--- src/rtl/xbar_switch_pkg.sv ---
// xbar_switch_pkg
//   Shared helpers for the crossbar. The crossbar and its mux both size their
//   select fields with sel_width(), so the two files cannot disagree.
//   Ports: none (package).
package xbar_switch_pkg;

   // Select field width for an n-input mux. A 1-input mux still gets a
   // 1-bit select so the port never collapses to zero width.
   function automatic int sel_width(input int n);
      return (n > 1) ? $clog2(n) : 1;
   endfunction

endpackage : xbar_switch_pkg

--- src/rtl/xbar_mux.sv ---
// xbar_mux
//   NUM_INPUT:1 word mux. A select value at or above NUM_INPUT produces an
//   all-zero word.
//   Ports:
//     data  [NUM_INPUT-1:0][DATA_WIDTH-1:0]  candidate words, index = input number
//     sel   [SEL_W-1:0]                      index of the word to pass through
//     word  [DATA_WIDTH-1:0]                 selected word, or zero when sel is out of range
module xbar_mux
   import xbar_switch_pkg::*;
#(
   parameter  int NUM_INPUT  = 4,
   parameter  int DATA_WIDTH = 4,
   localparam int SEL_W      = sel_width(NUM_INPUT)
) (
   input  logic [NUM_INPUT-1:0][DATA_WIDTH-1:0] data,
   input  logic [SEL_W-1:0]                     sel,
   output logic [DATA_WIDTH-1:0]                word
);

   // Each input is gated by an equality match on sel, so an unselected
   // input (even one carrying X/Z) never reaches the output. When no index
   // matches, the zero default is kept.
   always_comb begin
      word = '0;
      for (int i = 0; i < NUM_INPUT; i++) begin
         if (sel == SEL_W'(i)) begin
            word = data[i];
         end
      end
   end

endmodule : xbar_mux

--- src/rtl/xbar_switch.sv ---
// xbar_switch
//   N-input, M-output data crossbar. Every output independently picks one
//   input word through its own select field. Broadcast is allowed, and
//   unselected inputs are dropped. With REG_OUTPUT=0 the block is purely
//   combinational. With REG_OUTPUT=1 each output word is registered on
//   clk_i and is cleared by a synchronous, active-high rst_i.
//   Ports:
//     clk_i            clock (registered mode only)
//     rst_i            synchronous active-high reset (registered mode only)
//     input_vector_i   [NUM_INPUT-1:0][DATA_WIDTH-1:0]   input words
//     select_vector_i  [NUM_OUTPUT-1:0][SEL_W-1:0]       per-output source index
//     output_vector_o  [NUM_OUTPUT-1:0][DATA_WIDTH-1:0]  output words
module xbar_switch
   import xbar_switch_pkg::*;
#(
   parameter  int NUM_INPUT  = 4,
   parameter  int NUM_OUTPUT = 4,
   parameter  int DATA_WIDTH = 4,
   parameter  int REG_OUTPUT = 0,
   localparam int SEL_W      = sel_width(NUM_INPUT)
) (
   input  logic                                  clk_i,
   input  logic                                  rst_i,
   input  logic [NUM_INPUT-1:0][DATA_WIDTH-1:0]  input_vector_i,
   input  logic [NUM_OUTPUT-1:0][SEL_W-1:0]      select_vector_i,
   output logic [NUM_OUTPUT-1:0][DATA_WIDTH-1:0] output_vector_o
);

   for (genvar j = 0; j < NUM_OUTPUT; j++) begin : g_out
      logic [DATA_WIDTH-1:0] word;

      xbar_mux #(
         .NUM_INPUT  (NUM_INPUT),
         .DATA_WIDTH (DATA_WIDTH)
      ) u_mux (
         .data (input_vector_i),
         .sel  (select_vector_i[j]),
         .word (word)
      );

      if (REG_OUTPUT != 0) begin : g_reg
         logic [DATA_WIDTH-1:0] word_q;

         // Reset wins over the in-flight word, so the first value after
         // reset comes from the first edge that sees rst_i low.
         always_ff @(posedge clk_i) begin
            if (rst_i) begin
               word_q <= '0;
            end else begin
               word_q <= word;
            end
         end

         assign output_vector_o[j] = word_q;
      end else begin : g_comb
         assign output_vector_o[j] = word;
      end
   end

   // In combinational mode clock and reset have no function. They are folded
   // into a deliberately unused net so they still count as read.
   if (REG_OUTPUT == 0) begin : g_no_clock
      logic unused_clk_rst;
      assign unused_clk_rst = clk_i ^ rst_i;
   end

endmodule : xbar_switch

--- config.mk ---
export PLATFORM = sky130hd
export DESIGN_NAME = xbar_switch
export DESIGN_NICKNAME = d
export VERILOG_FILES = /design/src/rtl/xbar_switch_pkg.sv /design/src/rtl/xbar_mux.sv /design/src/rtl/xbar_switch.sv
export SDC_FILE = /design/constraint.sdc
export NUM_CORES = 1
export LEC_CHECK = 0
export ABC_AREA = 1
export CAP_MARGIN = 20
export CORE_MARGIN = 5
export CORE_UTILIZATION = 39
export DETAILED_ROUTE_END_ITERATION = 8
export GPL_TIMING_DRIVEN = 0
export MAX_ROUTING_LAYER = met4
export PLACE_DENSITY = 0.91
export SETUP_SLACK_MARGIN = 0.15
export SYNTH_ARGS = -nofsm -noshare
export SYNTH_HDL_FRONTEND = slang
export SYNTH_SLANG_ARGS = --single-unit
--- constraint.sdc ---
create_clock -name vclk -period 1.61
set_input_delay 0.4025 -clock vclk [all_inputs]
set_output_delay 0.4025 -clock vclk [all_outputs]
set_load 0.005 [all_outputs]
==> flow_summary.json <==
{
  "num_vias": 884,
  "io_pins": 42,
  "yosysSeqAreaShare_pct": 0,
  "hold_class": "in -> out",
  "first_pass_iters": 4,
  "final_area_um2": 833,
  "clock.fmax_mhz": 686,
  "timing.setup.tns_ns": 0,
  "io_buffers": 32,
  "synth_cell_types": 7,
  "yosysWarningCount": 0,
  "pwr-share-clk_pct": 0,
  "period_share_pct": 90.6,
  "wl_per_cell_um": 14.0,
  "syn-num-nets": 126,
  "relSlewSlack_pct": 91.6,
  "post-route-util_pct": 63.2,
  "synth_area_per_cell_um2": 5.51,
  "coreArea_um2": 1320,
  "ff_latch_area_um2": 0,
  "gp_congestion": 0.956,
  "seq_cells": 0,
  "mostFrequentLayoutCell": "nand3_1",
  "syn-instance-count": 100,
  "worstMarginPinSlew_ns": 0.125,
  "dp_hpwl_mm": 1.63,
  "fin_ws_ns": 0.152,
  "placed_area_um2": 890,
  "antennaDiodeCount": 0,
  "start_util_pct": 41.8,
  "crit_required_ns": 1.21,
  "combPwrFrac_pct": 100.0,
  "crit_arrival_ns": 1.06,
  "p_seq_share_pct": 0,
  "layout_common_cells": "nand3_1 (48), nand2_1 (16), nand4_1 (16), clkdlybuf4s15_2 (10), clkbuf_2 (9)",
  "status": "finished, final reports clean",
  "p_sw_mw": 0.125,
  "wl_mm": 2.08,
  "maxCapViolCount": 0,
  "n_fill_cell": 124,
  "swShare_pct": 52.5,
  "hold_violations": 0,
  "num_rows": 13,
  "area_growth_pct": 51.4,
  "period_minus_slack_ns": 1.46,
  "final_antenna_net_count": 0,
  "power_per_cell_area_nw_per_um2": 287,
  "drt_iter0_drc": 29,
  "setup_viol": 0,
  "clkbuf_count": 0,
  "p_leak_nw": 0.372,
  "maxSlewViolCount": 0,
  "drive_gt1_share_pct": 36.1,
  "crit_path_end_kind": "output port",
  "die_x_um": 47.6,
  "antenna_found_initial": 0,
  "irDropWorstVdd_v": 0.000180,
  "crit_type": "in -> out",
  "grt_pass1_vias": 748,
  "track_usage_pct": 20.0,
  "grt_pass1_wl_mm": 3.27,
  "globalRouteOverflowTotal": 0,
  "postCtsHoldBufs": 0,
  "grt_max_degree": 11,
  "die_y_um": 47.6,
  "crit_fanout": 4,
  "die_area_um2": 2260,
  "netlist_area_um2": 551,
  "start_kind": "input port",
  "dpl_worst_slack_ns": -0.493,
  "drc_errors": 0,
  "nets": 161,
  "rsz0062_at_grt": "yes",
  "post_drt_via_cell_ratio": 5.97,
  "p_int_mw": 0.114
}
[final cells by class]
cell class	count	area (um2)	area share (%)
multi-input combinational	84	445	53.5
buffer	8	82.6	9.91
timing repair buffer	33	256	30.8
tap	15	18.8	2.25
inverter	8	30.0	3.60
[final timing paths]
check	start	end	slack [ns]	cells past startpoint
max	input_vector_i[0]	output_vector_o[8]	0.15	4
min	input_vector_i[1]	output_vector_o[13]	1.14	4
[cell usage after synthesis, drive strengths merged]
cell type	count	area, um2
nand2	16	60.1
buf	8	75.1
nand4	16	100
nor2	4	45.0
inv	8	30.0
nand3	48	240
[power by group through the flow]
| stage | sequential (mW) | clock, mW | combinational, mW |
|---|---|---|---|
| CTS | 0 | 0 | 0.248 |
| global placement | 0 | 0 | 0.277 |
| floorplan | 0 | 0 | 0.122 |
| global route | 0 | 0 | 0.262 |
| detailed placement | 0 | 0 | 0.278 |
| finish | 0 | 0 | 0.239 |
[critical path, stage by stage]
cell	delay (ns)
clkdlybuf4s15_2	0.23
nand2_1	0.08
nand4_1	0.07
dlygate4sd2_1	0.27
[metal layers]
layer / GRT usage, % / wire (um) / vias to the layer above
li1: - / - / 436
met1: 26.4 / 836 / 387
met2: 34.0 / 933 / 55
met3: 1.13 / 261 / 6
met4: 3.23 / 46 / 0
met5: - / 0 / -
[stage by stage]
| step | instances | hold WS [ns] | total power, mW |
|---|---|---|---|
| finish | 148 | 1.14 | 0.239 |
| global route | 148 | 1.20 | 0.262 |
| CTS | 148 | 1.20 | 0.248 |
| detailed placement | 147 | 1.53 | 0.278 |
| global placement | 147 | 1.53 | 0.277 |
| floorplan | 100 | 0.908 | 0.122 |
[cells by family (layout without fill, tap and decap cells)]
group	Yosys count	after routing	synth area share (%)
buf+inv	16	49	19.1
simple gates	84	84	80.9
[timing repair]
action | 4_1_cts | 5_1_grt
gates resized for setup | 86 | 14
pin swaps | 1 | 2
endpoints found under the setup margin | 16 | 12
setup buffers | 1 | 0
Power figures use the tool's default switching activity.
